File: src/rtl/clk_rst_ctrl.sv
// -----------------------------------------------------------------------------
// clk_rst_ctrl
//
// Clock/reset controller that sits directly behind the PLL and runs on its
// output clock. It qualifies the PLL lock indication, holds the CPU in a
// synchronous reset until the lock has been stable for LOCK_CYCLES cycles,
// and then drives run / halt / single-step control of the pipeline through a
// clock-enable. A peripheral tick is derived by dividing the enabled cycles
// by DIV. No clock is gated: every consumer runs on clk and uses cpu_rst,
// cpu_en and periph_tick as qualifiers.
//
// Parameters:
//   LOCK_CYCLES  consecutive synchronized-lock cycles before reset release (>=1)
//   DIV          period of periph_tick in enabled cycles (>=1)
//
// Ports:
//   clk          in   PLL output clock, sole clock of the block
//   rst          in   asynchronous active-high reset
//   pll_locked   in   PLL lock indicator, asynchronous to clk
//   halt_req     in   level, 1 = pause the pipeline
//   step_req     in   level, each rising edge requests one enabled cycle
//                     while halted (synchronous to clk)
//   cpu_rst      out  synchronous active-high CPU reset (registered)
//   cpu_en       out  pipeline clock-enable (registered)
//   periph_tick  out  one-cycle strobe every DIV enabled cycles (registered)
//   state        out  FSM state: WAIT=0, RUN=1, HALT=2, STEP=3 (registered)
// -----------------------------------------------------------------------------
module clk_rst_ctrl #(
    parameter int LOCK_CYCLES = 16,
    parameter int DIV         = 4
) (
    input  logic       clk,
    input  logic       rst,
    input  logic       pll_locked,
    input  logic       halt_req,
    input  logic       step_req,
    output logic       cpu_rst,
    output logic       cpu_en,
    output logic       periph_tick,
    output logic [1:0] state
);

    // Counter widths: $clog2 of the parameter, never narrower than one bit.
    localparam int LCW = (LOCK_CYCLES > 1) ? $clog2(LOCK_CYCLES) : 1;
    localparam int DVW = (DIV > 1) ? $clog2(DIV) : 1;

    localparam logic [LCW-1:0] LOCK_LAST = LCW'(LOCK_CYCLES - 1);
    localparam logic [DVW-1:0] DIV_LAST  = DVW'(DIV - 1);
    localparam logic [LCW-1:0] LOCK_ZERO = {LCW{1'b0}};
    localparam logic [DVW-1:0] DIV_ZERO  = {DVW{1'b0}};

    typedef enum logic [1:0] {
        ST_WAIT = 2'd0,
        ST_RUN  = 2'd1,
        ST_HALT = 2'd2,
        ST_STEP = 2'd3
    } state_t;

    // Divider advance: returns {tick, next_count}. The divider only moves on
    // enabled cycles, so the tick phase survives halt and single-step.
    function automatic logic [DVW:0] div_advance(input logic [DVW-1:0] cnt,
                                                  input logic           en);
        logic [DVW:0] res;
        if (!en) begin
            res = {1'b0, cnt};
        end else if (cnt == DIV_LAST) begin
            res = {1'b1, DIV_ZERO};
        end else begin
            res = {1'b0, cnt + DVW'(1)};
        end
        return res;
    endfunction

    // Synchronizer and step-edge registers
    logic           sync1_r;
    logic           sync2_r;
    logic           lock_s;
    logic           step_q_r;
    logic           step_edge_s;

    // FSM, output and counter registers with their next-state values
    state_t         state_r;
    state_t         state_nxt_s;
    logic           cpu_rst_r;
    logic           cpu_rst_nxt_s;
    logic           cpu_en_r;
    logic           cpu_en_nxt_s;
    logic           tick_r;
    logic           tick_nxt_s;
    logic [LCW-1:0] lock_cnt_r;
    logic [LCW-1:0] lock_cnt_nxt_s;
    logic [DVW-1:0] div_r;
    logic [DVW-1:0] div_nxt_s;

    assign lock_s      = sync2_r;
    assign step_edge_s = step_req & ~step_q_r;

    // Two-flop synchronizer bringing pll_locked into the clk domain.
    always_ff @(posedge clk or posedge rst) begin
        if (rst) begin
            sync1_r <= 1'b0;
            sync2_r <= 1'b0;
        end else begin
            sync1_r <= pll_locked;
            sync2_r <= sync1_r;
        end
    end

    // Previous step_req, used to turn the level into a rising-edge request.
    always_ff @(posedge clk or posedge rst) begin
        if (rst) begin
            step_q_r <= 1'b0;
        end else begin
            step_q_r <= step_req;
        end
    end

    // State, registered outputs, lock counter and divider.
    always_ff @(posedge clk or posedge rst) begin
        if (rst) begin
            state_r    <= ST_WAIT;
            cpu_rst_r  <= 1'b1;
            cpu_en_r   <= 1'b0;
            tick_r     <= 1'b0;
            lock_cnt_r <= LOCK_ZERO;
            div_r      <= DIV_ZERO;
        end else begin
            state_r    <= state_nxt_s;
            cpu_rst_r  <= cpu_rst_nxt_s;
            cpu_en_r   <= cpu_en_nxt_s;
            tick_r     <= tick_nxt_s;
            lock_cnt_r <= lock_cnt_nxt_s;
            div_r      <= div_nxt_s;
        end
    end

    // Next-state and next-output logic. Loss of lock outranks halt_req,
    // which outranks a step edge. Step edges seen outside HALT are simply
    // ignored, so a step that coincides with a halt in RUN is consumed.
    always_comb begin
        state_nxt_s                = state_r;
        cpu_rst_nxt_s              = cpu_rst_r;
        cpu_en_nxt_s               = cpu_en_r;
        lock_cnt_nxt_s             = lock_cnt_r;
        {tick_nxt_s, div_nxt_s}    = div_advance(div_r, cpu_en_r);

        if ((state_r != ST_WAIT) && !lock_s) begin
            // Lock lost while operating: back to reset, full re-qualification.
            state_nxt_s    = ST_WAIT;
            cpu_rst_nxt_s  = 1'b1;
            cpu_en_nxt_s   = 1'b0;
            lock_cnt_nxt_s = LOCK_ZERO;
            div_nxt_s      = DIV_ZERO;
            tick_nxt_s     = 1'b0;
        end else begin
            case (state_r)
                ST_WAIT: begin
                    cpu_rst_nxt_s = 1'b1;
                    cpu_en_nxt_s  = 1'b0;
                    div_nxt_s     = DIV_ZERO;
                    tick_nxt_s    = 1'b0;
                    if (lock_s) begin
                        if (lock_cnt_r == LOCK_LAST) begin
                            // Counter stops here; it never wraps past the limit.
                            state_nxt_s    = ST_RUN;
                            cpu_rst_nxt_s  = 1'b0;
                            cpu_en_nxt_s   = 1'b1;
                            lock_cnt_nxt_s = LOCK_ZERO;
                        end else begin
                            lock_cnt_nxt_s = lock_cnt_r + LCW'(1);
                        end
                    end else begin
                        lock_cnt_nxt_s = LOCK_ZERO;
                    end
                end
                ST_RUN: begin
                    cpu_rst_nxt_s = 1'b0;
                    if (halt_req) begin
                        state_nxt_s  = ST_HALT;
                        cpu_en_nxt_s = 1'b0;
                    end else begin
                        state_nxt_s  = ST_RUN;
                        cpu_en_nxt_s = 1'b1;
                    end
                end
                ST_HALT: begin
                    cpu_rst_nxt_s = 1'b0;
                    if (!halt_req) begin
                        state_nxt_s  = ST_RUN;
                        cpu_en_nxt_s = 1'b1;
                    end else if (step_edge_s) begin
                        state_nxt_s  = ST_STEP;
                        cpu_en_nxt_s = 1'b1;
                    end else begin
                        state_nxt_s  = ST_HALT;
                        cpu_en_nxt_s = 1'b0;
                    end
                end
                ST_STEP: begin
                    // Exactly one enabled cycle, then follow halt_req.
                    cpu_rst_nxt_s = 1'b0;
                    if (halt_req) begin
                        state_nxt_s  = ST_HALT;
                        cpu_en_nxt_s = 1'b0;
                    end else begin
                        state_nxt_s  = ST_RUN;
                        cpu_en_nxt_s = 1'b1;
                    end
                end
                default: begin
                    // Unreachable encoding: fall back to the safe reset state.
                    state_nxt_s    = ST_WAIT;
                    cpu_rst_nxt_s  = 1'b1;
                    cpu_en_nxt_s   = 1'b0;
                    lock_cnt_nxt_s = LOCK_ZERO;
                    div_nxt_s      = DIV_ZERO;
                    tick_nxt_s     = 1'b0;
                end
            endcase
        end
    end

    assign cpu_rst     = cpu_rst_r;
    assign cpu_en      = cpu_en_r;
    assign periph_tick = tick_r;
    assign state       = state_r;

endmodule
File: config.mk
export PLATFORM = sky130hd
export DESIGN_NAME = clk_rst_ctrl
export DESIGN_NICKNAME = d
export VERILOG_FILES = /design/src/rtl/clk_rst_ctrl.sv
export SDC_FILE = /design/constraint.sdc
export NUM_CORES = 1
export LEC_CHECK = 0
export BUFFER_PORTS_ARGS = -buffer_cell sky130_fd_sc_hd__buf_2
export CAP_MARGIN = 20
export CORE_AREA = 10 10 47 49
export DETAILED_ROUTE_END_ITERATION = 16
export DIE_AREA = 0 0 57 59
export GPL_TIMING_DRIVEN = 1
export PLACE_DENSITY = 0.67
export SYNTH_ARGS = -nofsm -noshare
export SYNTH_HDL_FRONTEND = slang
export SYNTH_SLANG_ARGS = --single-unit
File: constraint.sdc
create_clock -name clk -period 1.2 [get_ports clk]
set_input_delay 0.24 -clock clk [delete_from_list [all_inputs] [get_ports clk]]
set_output_delay 0.24 -clock clk [all_outputs]
set_load 0.005 [all_outputs]
==> insert_results.sql <==
INSERT INTO impl_metrics (metric_group, metric, value, unit) VALUES
('outcome', 'status', 'finished, violations left', ''),
('outcome', 'violations', 'negative setup slack', ''),
('setup_path', 'worst_r2r_path_depth', '4', ''),
('synthesis', 'synth-seq-cells', '14', ''),
('cells_and_area', 'regArea', '351.6', 'um2'),
('floorplanning', 'die_y', '59', 'um'),
('routing', 'vias', '418', ''),
('hold_path', 'hold_path.class', 'in -> reg', ''),
('cells_and_area', 'layout_common_cells', '13 x sky130_fd_sc_hd__dfrtp_1, 8 x sky130_fd_sc_hd__buf_4, 7 x sky130_fd_sc_hd__buf_2', ''),
('synthesis', 'synth.largest_area_cell', 'sky130_fd_sc_hd__dfrtp_1', ''),
('timing', 'totalNegativeSetupSlack', '-0.1135', 'ns'),
('cells_and_area', 'utilization', '0.5750', ''),
('setup_path', 'crit_path_start_kind', 'register', ''),
('routing', 'detail_route.wirelength', '1089', 'um'),
('clock_tree', 'ctsRootBufferMaster', 'sky130_fd_sc_hd__clkbuf_4', ''),
('power', 'switchingPower', '187.6', 'uW'),
('cells_and_area', 'final.fill_count', '125', ''),
('global_routing', 'grt_antenna_before_repair', '0', ''),
('cells_and_area', 'final_layout_size_suffix_gt1_frac', '0.4583', ''),
('power', 'part_of_the_power_in_the_clock_network', '0.374', ''),
('power', 'power-per-cell-area', '1108', 'nW/um2'),
('place', 'count_of_port_buffers_added_during_placement', '9', ''),
('synthesis', 'synth-seq-area-share', '0.6082', ''),
('timing', 'report.final.setup_viol', '2', ''),
('setup_path', 'crit_start', 'lock_cnt_r[0]$_DFFE_PP0P_', ''),
('clock_tree', 'clock_tree_from_tritoncts', 'yes', ''),
('synthesis', 'asyncSetResetFlopFracSynth', '1.000', ''),
('hold_path', 'timing.hold.worst.start', 'pll_locked', ''),
('timing', 'max_slew_violation_total_from_the_final_report', '0', ''),
('global_routing', 'grt_use_total', '0.07419', ''),
('cells_and_area', 'layout_commonest_cell', 'sky130_fd_sc_hd__dfrtp_1', ''),
('clock_tree', 'clkSlewWorstSetupHoldPaths', '0.08', 'ns'),
('place', 'place_ws', '-0.08089', 'ns'),
('synthesis', 'postSynth.topFlopCell', 'sky130_fd_sc_hd__dfrtp_1', ''),
('routing', 'final_antenna_net_count', '0', ''),
('routing', 'post_drt_via_cell_ratio', '4.750', ''),
('global_routing', 'vias_in_the_first_global_route', '425', ''),
('setup_path', 'cp_slowest_stage_delay', '0.39', 'ns'),
('setup_path', 'critPathSlowestCell', 'sky130_fd_sc_hd__dfrtp_1', ''),
('power', 'peakVddDrop', '0.5017', 'mV'),
('synthesis', 'synth_fp_nets', '55', ''),
('routing', 'first_pass_iters', '4', ''),
('global_routing', 'grt_pass1_wl', '1938', 'um'),
('timing', 'clock-skew-final', '0.002746', 'ns'),
('timing', 'grt_setup_unrepaired', 'yes', ''),
('power', 'pwr-share-comb', '0.073', ''),
('synthesis', 'synth_cell_type_count', '24', ''),
('clock_tree', 'cts-buffers-inserted', '3', ''),
('timing', 'post-route-period-util', '1.064', ''),
('setup_path', 'worstSetupEndpointType', 'register', ''),
('cells_and_area', 'number_of_nets_in_the_layout', '80', ''),
('timing', 'final.setup.worst_slack', '-0.07657', 'ns'),
('setup_path', 'critPathMaxFanout', '2', ''),
('synthesis', 'synth_enable_flop_cells', '0', ''),
('power', 'power_switching_share', '0.2102', ''),
('synthesis', 'netlist_area', '578.1', 'um2'),
('global_routing', 'global_route.overflow_total', '0', ''),
('timing', 'tightest_slew', '0.5158', 'ns'),
('setup_path', 'crit_required', '1.40', 'ns'),
('setup_path', 'cp-endpoint', 'lock_cnt_r[0]$_DFFE_PP0P_', ''),
('setup_path', 'r2r-start', 'lock_cnt_r[0]$_DFFE_PP0P_', ''),
('setup_path', 'timing_worst_setup_path_type', 'reg -> reg', ''),
('cells_and_area', 'area_taken_by_multi_input_logic_gates', '229.0', 'um2'),
('setup_path', 'reg2reg_to', 'lock_cnt_r[0]$_DFFE_PP0P_', ''),
('setup_path', 'worstPathArrival', '1.48', 'ns'),
('cells_and_area', 'insertedDiodeCount', '0', ''),
('clock_tree', 'cts_buffer_depth', '2', ''),
('synthesis', 'netlist_top_cells_area', 'sky130_fd_sc_hd__dfrtp_1 56%, sky130_fd_sc_hd__dfstp_2 4.5%, sky130_fd_sc_hd__ha_1 4.3%, sky130_fd_sc_hd__a21oi_1 3.5%, sky130_fd_sc_hd__mux2i_1 3.5%', ''),
('timing', 'post-route-min-period', '1.277', 'ns'),
('synthesis', 'syn_area_per_cell', '12.04', 'um2'),
('place', 'gp_congestion', '0.7026', '');
[sequential cells by signal (all words and copies together), names as in the netlist]
signal       count
lock_s           1
periph_tick      1
cpu_rst          1
step_q_r         1
state            2
cpu_en           1
lock_cnt_r       4
div_r            2
sync1_r          1
[per-stage QoR]
stage	area (um2)	power (mW)	instances	hold WS [ns]
2_1_floorplan	585.6	0.5336	48	0.1285
3_3_place_gp	706.9	0.5614	81	0.3023
6_report	805.8	0.8927	88	0.06593
5_1_grt	805.8	0.9466	88	0.03952
4_1_cts	783.3	0.9134	87	0.05089
3_5_place_dp	706.9	0.5630	81	0.3052
[area by class of cell]
class / instances / area share
sequential: 14 / 0.4363
clock buffer: 4 / 0.04503
tap: 16 / 0.02484
multi-input combinational: 31 / 0.2842
timing repair buffer: 21 / 0.2003
inverter: 2 / 0.009317
[cell usage after synthesis (all sizes together) (2+ instances only)]
cell type and n:
nand2 3, dfrtp 13, a21oi 4, mux2i 2, inv 2, ha 2
nor2 3, nor3b 2, o21ai 2, and3 2
[cells by family after synthesis]
logic type	synth area share
buffers and inverters	0.03247
DFF	0.6082
adders and majority gates	0.04328
and+or+nand+nor	0.1732
xor gates and xnor gates	0.01515
AOI/OAI and AO/OA	0.09309
muxes	0.03463
[worst max-delay path: cells and delay by family (launching register included)]
| family | cells | cell delay, ns |
|---|---|---|
| AND/OR/NAND/NOR | 2 | 0.48 |
| flip-flops | 1 | 0.39 |
| AO/OA/AOI/OAI | 1 | 0.13 |
| adder cells (fa/ha/maj) | 1 | 0.19 |
[power groups by stage]
stage	sequential, mW	combinational (mW)	clock, mW
2_1_floorplan	0.503	0.0302	0
3_3_place_gp	0.503	0.0583	0
3_5_place_dp	0.503	0.0596	0
4_1_cts	0.494	0.0665	0.353
5_1_grt	0.496	0.0747	0.375
6_report	0.494	0.0655	0.333
[metal layers]
metal | vias up | track usage | part of all wire
met3 | 2 | 0.04077 | 0.064
met5 | - | 0 | 0
met2 | 11 | 0.1070 | 0.44
li1 | 211 | - | -
met1 | 194 | 0.07816 | 0.48
met4 | 0 | 0.06040 | 0.013
[how the worst min path moves through the flow]
| stage | to | slack (ns) | cells past startpoint |
|---|---|---|---|
| after floorplan | cpu_en$_DFF_PP0_ | 0.13 | 1 |
| after global placement | sync1_r$_DFF_PP0_ | 0.30 | 2 |
| after detailed placement | lock_cnt_r[1]$_DFFE_PP0P_ | 0.31 | 2 |
| after CTS | sync1_r$_DFF_PP0_ | 0.05 | 1 |
| after global routing | sync1_r$_DFF_PP0_ | 0.04 | 1 |
| final | sync1_r$_DFF_PP0_ | 0.07 | 1 |
[timing repair]
item	CTS	global route
pin swaps	3	1
hold endpoints to repair	13	0
buffers inserted	1	1
endpoints found under the setup margin	4	8
gates resized for setup	6	4
hold buffers	1	0
(Power assumes the default switching activity.)
